[src/rtl/lc4_pkg.sv]
// Shared constants and fetch-state encoding for the LC4 front end.
package lc4_pkg;
  localparam int INSN_W = 20;
  localparam int ADDR_W = 16;
  localparam logic [ADDR_W-1:0] RESET_PC = 16'h8200;

  typedef enum logic {
    FETCH_RUN,
    FETCH_FLUSH
  } fetch_state_e;
endpackage

[src/rtl/lc4_sync_fifo.sv]
// Small synchronous FIFO with clear; head data is read combinationally.
module lc4_sync_fifo #(
  parameter int WIDTH = 8,
  parameter int DEPTH = 2,
  localparam int PTR_W = $clog2(DEPTH),
  localparam int CNT_W = PTR_W + 1
) (
  input  logic             clk,
  input  logic             rst,
  input  logic             i_clear,
  input  logic             i_push,
  input  logic [WIDTH-1:0] i_pushData,
  input  logic             i_pop,
  output logic [CNT_W-1:0] o_count,
  output logic [WIDTH-1:0] o_headData
);

  logic [WIDTH-1:0] r_mem [DEPTH];
  logic [PTR_W-1:0] r_wrPtr;
  logic [PTR_W-1:0] r_rdPtr;
  logic [CNT_W-1:0] r_count;
  logic             w_push;
  logic             w_pop;

  assign w_pop  = i_pop && (r_count != '0);
  assign w_push = i_push && ((r_count != CNT_W'(DEPTH)) || w_pop);

  always_ff @(posedge clk or posedge rst) begin
    if (rst) begin
      r_wrPtr <= '0;
      r_rdPtr <= '0;
      r_count <= '0;
    end else if (i_clear) begin
      r_wrPtr <= '0;
      r_rdPtr <= '0;
      r_count <= '0;
    end else begin
      if (w_push) r_wrPtr <= r_wrPtr + PTR_W'(1);
      if (w_pop)  r_rdPtr <= r_rdPtr + PTR_W'(1);
      r_count <= r_count + CNT_W'(w_push) - CNT_W'(w_pop);
    end
  end

  // Storage needs no reset: nothing reads it until an entry is pushed.
  always_ff @(posedge clk) begin
    if (w_push && !i_clear) r_mem[r_wrPtr] <= i_pushData;
  end

  assign o_count    = r_count;
  assign o_headData = r_mem[r_rdPtr];

endmodule

[src/rtl/lc4_fetch_buffer.sv]
// LC4 fetch stage: owns the PC, issues credited memory requests, buffers
// returned instructions for decode and flushes on redirect.
module lc4_fetch_buffer
  import lc4_pkg::*;
#(
  parameter int DEPTH = 2
) (
  input  logic              clk,
  input  logic              rst,
  output logic              imem_req_valid,
  output logic [ADDR_W-1:0] imem_req_addr,
  input  logic              imem_req_ready,
  input  logic              imem_resp_valid,
  input  logic [INSN_W-1:0] imem_resp_data,
  input  logic              redirect_valid,
  input  logic [ADDR_W-1:0] redirect_pc,
  output logic              insn_valid,
  output logic [INSN_W-1:0] insn,
  output logic [ADDR_W-1:0] insn_pc,
  input  logic              insn_ready
);

  localparam int CNT_W = $clog2(DEPTH) + 1;
  localparam int ENT_W = INSN_W + ADDR_W;

  fetch_state_e      r_state;
  fetch_state_e      w_nextState;
  logic [ADDR_W-1:0] r_fetchPc;
  logic [CNT_W-1:0]  r_outstanding;
  logic [CNT_W-1:0]  r_dropCnt;
  logic [CNT_W-1:0]  w_outNext;
  logic [CNT_W-1:0]  w_dropNext;
  logic [CNT_W-1:0]  w_fifoCount;
  logic [CNT_W-1:0]  w_pcqCount;
  logic [CNT_W+1:0]  w_inUse;
  logic [ENT_W-1:0]  w_head;
  logic [ENT_W-1:0]  r_lastOut;
  logic [ADDR_W-1:0] w_respPc;
  logic              w_fire;
  logic              w_keepResp;
  logic              w_dropResp;
  logic              w_pop;

  // Responses still owed for flushed requests count against the credit too.
  assign w_inUse = (CNT_W+2)'(w_fifoCount) + (CNT_W+2)'(r_outstanding) + (CNT_W+2)'(r_dropCnt);
  assign imem_req_valid = !rst && !redirect_valid && (w_inUse < (CNT_W+2)'(DEPTH));
  assign imem_req_addr  = r_fetchPc;
  assign w_fire = imem_req_valid && imem_req_ready;

  assign w_dropResp = imem_resp_valid && (r_state == FETCH_FLUSH);
  assign w_keepResp = imem_resp_valid && (r_state == FETCH_RUN) && !redirect_valid
                      && (w_pcqCount != '0);

  assign insn_valid = (w_fifoCount != '0);
  assign w_pop = insn_valid && insn_ready && !redirect_valid;
  assign {insn, insn_pc} = insn_valid ? w_head : r_lastOut;

  always_comb begin
    w_outNext   = r_outstanding;
    w_dropNext  = r_dropCnt;
    w_nextState = r_state;
    if (redirect_valid) begin
      w_outNext  = '0;
      w_dropNext = r_dropCnt + r_outstanding - CNT_W'(imem_resp_valid);
    end else begin
      w_outNext = r_outstanding + CNT_W'(w_fire) - CNT_W'(w_keepResp);
      if (w_dropResp) w_dropNext = r_dropCnt - CNT_W'(1);
    end
    w_nextState = (w_dropNext != '0) ? FETCH_FLUSH : FETCH_RUN;
  end

  always_ff @(posedge clk or posedge rst) begin
    if (rst) begin
      r_state       <= FETCH_RUN;
      r_fetchPc     <= RESET_PC;
      r_outstanding <= '0;
      r_dropCnt     <= '0;
      r_lastOut     <= '0;
    end else begin
      r_state       <= w_nextState;
      r_outstanding <= w_outNext;
      r_dropCnt     <= w_dropNext;
      if (redirect_valid) r_fetchPc <= redirect_pc;
      else if (w_fire)    r_fetchPc <= r_fetchPc + ADDR_W'(1);
      if (w_pop) r_lastOut <= w_head;
    end
  end

  lc4_sync_fifo #(.WIDTH(ENT_W), .DEPTH(DEPTH)) u_insnFifo (
    .clk        (clk),
    .rst        (rst),
    .i_clear    (redirect_valid),
    .i_push     (w_keepResp),
    .i_pushData ({imem_resp_data, w_respPc}),
    .i_pop      (w_pop),
    .o_count    (w_fifoCount),
    .o_headData (w_head)
  );

  // Request PCs in issue order; each kept response takes the oldest one.
  lc4_sync_fifo #(.WIDTH(ADDR_W), .DEPTH(DEPTH)) u_pcQueue (
    .clk        (clk),
    .rst        (rst),
    .i_clear    (redirect_valid),
    .i_push     (w_fire),
    .i_pushData (r_fetchPc),
    .i_pop      (w_keepResp),
    .o_count    (w_pcqCount),
    .o_headData (w_respPc)
  );

endmodule
[config.mk]
export PLATFORM = sky130hd
export DESIGN_NAME = lc4_fetch_buffer
export DESIGN_NICKNAME = d
export VERILOG_FILES = /design/src/rtl/lc4_pkg.sv /design/src/rtl/lc4_sync_fifo.sv /design/src/rtl/lc4_fetch_buffer.sv
export SDC_FILE = /design/constraint.sdc
export NUM_CORES = 1
export LEC_CHECK = 0
export CORE_MARGIN = 2
export CORE_UTILIZATION = 45
export CTS_CLUSTER_SIZE = 40
export DETAILED_ROUTE_END_ITERATION = 7
export PLACE_DENSITY = 0.72
export SLEW_MARGIN = 15
export SYNTH_ARGS = -nofsm -noshare
export SYNTH_HDL_FRONTEND = slang
export SYNTH_SLANG_ARGS = --single-unit
[constraint.sdc]
create_clock -name clk -period 6.2 [get_ports clk]
set_input_delay 0.62 -clock clk [delete_from_list [all_inputs] [get_ports clk]]
set_output_delay 0.62 -clock clk [all_outputs]
set_load 0.005 [all_outputs]
==> impl_metrics.tcl <==
set metrics [dict create \
    combPwrFrac_pct 23.8 \
    ys_types 50 \
    place_congestion 0.866 \
    drv_cap 0 \
    netlist_area_mm2 0.00712 \
    cts_tree "done" \
    async_flop_share_pct 38.5 \
    required_ns 6.24 \
    coreArea_mm2 0.0153 \
    slew_viol_final 0 \
    period_share_pct 56.4 \
    crit_type "in2reg" \
    postCtsSetupBuffers 0 \
    cp-start-kind "input port" \
    hp-class "reg2reg" \
    worstSkewPairLatency_ns 0.42 \
    area_growth_syn_to_layout_pct 24.6 \
    tightest_slew_ns 1.12 \
    yosys_warnings 0 \
    drtPass1Iterations 4 \
    grt_max_degree 74 \
    power_uw 3340 \
    grt_use_total_pct 18.1 \
    syn_avg_cell_area_um2 12.9 \
    final_core_util_pct 58.0 \
    rsz0062_at_grt "false" \
    switching_power_uw 886 \
    ys.flop_type "edfxtp_1" \
    power_leakage_uw 0.00325 \
    ctsLongestPathBuffers 2 \
    hpwlAfterDp_mm 8.90 \
    wl_per_cell_um 16.4 \
    die_area_mm2 0.0169 \
    fillers 1225 \
    die_h_um 130 \
    status "completed" \
    cts.sinks 169 \
    min_period_ns 3.50 \
    first_global_vias 4643 \
    switching_share_pct 26.5 \
    boundaryPins 96 \
    num_vias 4636 \
    die_width_um 130 \
    clk_pin_slew_ns 0.06 \
    grt_overflow 0 \
    diodes 0 \
    cts_resized 0 \
    fin_worst_skew_ns 0.00993 \
    synth-seq-area-share_pct 66.7 \
    crit_fanout 25 \
    remaining_drc_errors 0 \
    synth_fp_nets 608 \
    rows 45 \
    cts_buffers 17 \
    pwr_density_cell_mw_per_mm2 377 \
    clkPwrFrac_pct 31.2 \
    endpoint_kind "flop" \
    port_buffers 95 \
    setup_tns_ns 0 \
    vias_per_cell 5.34 \
    setup_violations 0 \
    synthCells 553 \
    grt_pass1_wl_mm 23.4 \
    drive_gt1_share_pct 8.98 \
    max_slew_margin_pct 25.4 \
    wl_mm 14.2 \
    final_antenna_net_count 0 \
    ys_ff_latch 169 \
    finalNetCount 699 \
    hold_viol_final 0 \
    seqPwrFrac_pct 45.0 \
    p_int_uw 2460 \
    cts.hold.buffers_added 0 \
    peakVddDrop_mv 0.196 \
    root_buffer "clkbuf_16" \
    cp.arrival_ns 3.54 \
    clock.fmax_mhz 286 \
    antenna_found_initial 0 \
    cts-htree-levels 4 \
    start_util_pct 46.5 \
    synth-edff-count 104 \
    drt_iter0_markers 396 \
]
routing by layer:
metal,share of wire (%),track usage (%)
met1,45,24.7
met2,48,28.7
met3,5.7,4.80
met4,1.1,5.57
met5,0,0
cells in the mapped netlist (3+ instances only):
library cell | count | area share (%)
edfxtp_1 | 104 | 44
nor2_1 | 85 | 4.5
a21oi_1 | 72 | 5.1
dfrtp_1 | 63 | 22
mux2i_1 | 39 | 5.5
clkbuf_1 | 21 | 1.1
inv_1 | 17 | 0.90
nand2_1 | 17 | 0.90
nand3_1 | 13 | 0.91
ha_1 | 12 | 2.1
xnor2_1 | 10 | 1.2
mux2_2 | 9 | 1.4
mux2_1 | 7 | 1.1
nor2b_1 | 6 | 0.53
o211ai_1 | 6 | 0.63
a221o_1 | 5 | 0.70
buf_2 | 5 | 0.35
o21ai_1 | 5 | 0.35
or4_1 | 5 | 0.53
a21o_1 | 4 | 0.42
a22oi_1 | 4 | 0.42
nand4_1 | 4 | 0.35
nand3b_1 | 3 | 0.32
nor3_1 | 3 | 0.21
nor4_1 | 3 | 0.26
final timing paths:
path	from	end	slack, ns	depth (start not counted)
setup / recovery	redirect_valid	u_pcQueue.r_mem[0][10]$_DFFE_PP_	2.70	6
hold / removal	u_pcQueue.r_wrPtr$_DFFE_PP0P_	u_pcQueue.r_wrPtr$_DFFE_PP0P_	0.51	1
setup reg to reg	r_outstanding[1]$_DFF_PP0_	u_pcQueue.r_mem[0][10]$_DFFE_PP_	2.73	8
hold reg to reg	u_pcQueue.r_wrPtr$_DFFE_PP0P_	u_pcQueue.r_wrPtr$_DFFE_PP0P_	0.51	1
max in group asynchronous	rst	u_insnFifo.r_rdPtr$_DFFE_PP0P_	4.69	3
min in group asynchronous	rst	imem_req_addr[0]$_DFFE_PP0P_	0.88	3
worst max-delay path: stages:
cell             delay [ns]
clkdlybuf4s50_1        0.86
buf_4                  0.43
nor2_1                 0.18
and3_1                 0.49
o21ai_1                0.26
nor2_2                 0.69
metrics by stage:
step                      hold WS [ns]  cells  instance area (um^2)  setup slack [ns]
after detailed placement         0.508    836                  8280              1.91
final                            0.514    868                  8880              2.70
after global placement           0.481    836                  8280              2.13
after CTS                        0.515    868                  8870              2.33
after global routing             0.550    868                  8880              2.43
after floorplan                  0.463    553                  7120              2.69
flip-flops by register name, summed over array words and instances (netlist names), 2 cells and up:
name / flops
u_insnFifo.r_mem: 72
r_lastOut: 36
r_dropCnt: 2
imem_req_addr: 16
u_pcQueue.o_count: 2
r_outstanding: 2
u_pcQueue.r_mem: 32
u_insnFifo.o_count: 2
power groups by stage:
stage	combinational [uW]	clock, uW	sequential [uW]
global route	895	1110	1520
floorplan	405	0	1480
finish	796	1050	1500
CTS	807	1070	1500
global placement	772	0	1510
detailed placement	799	0	1520
layout make-up:
| class | count | area [um^2] | area share [%] |
|---|---|---|---|
| sequential | 169 | 4750 | 53.6 |
| timing repair buffer | 99 | 981 | 11.1 |
| clock inverter | 9 | 113 | 1.27 |
| tap | 211 | 264 | 2.97 |
| clock buffer | 23 | 478 | 5.38 |
| inverter | 19 | 71.3 | 0.803 |
| multi-input combinational | 338 | 2220 | 25.0 |
cell families after synthesis:
logic type	synth area share, %
AOI/OAI and AO/OA	8.69
muxes	8.01
and+or+nand+nor	10.2
DFF	66.7
buffers and inverters	2.51
adders and majority gates	2.39
xor gates and xnor gates	1.48
layout by cell type, fill, tap and decap left out, types with 10 or more instances in the layout:
cell type,count
xnor2_1,10
clkbuf_16,17
edfxtp_1,104
nand3_1,13
nor2_1,82
inv_1,16
clkdlybuf4s50_1,95
a21oi_1,72
mux2i_1,39
ha_1,12
nand2_1,16
dfrtp_1,62
No activity file was read; power rests on OpenSTA's default activity.
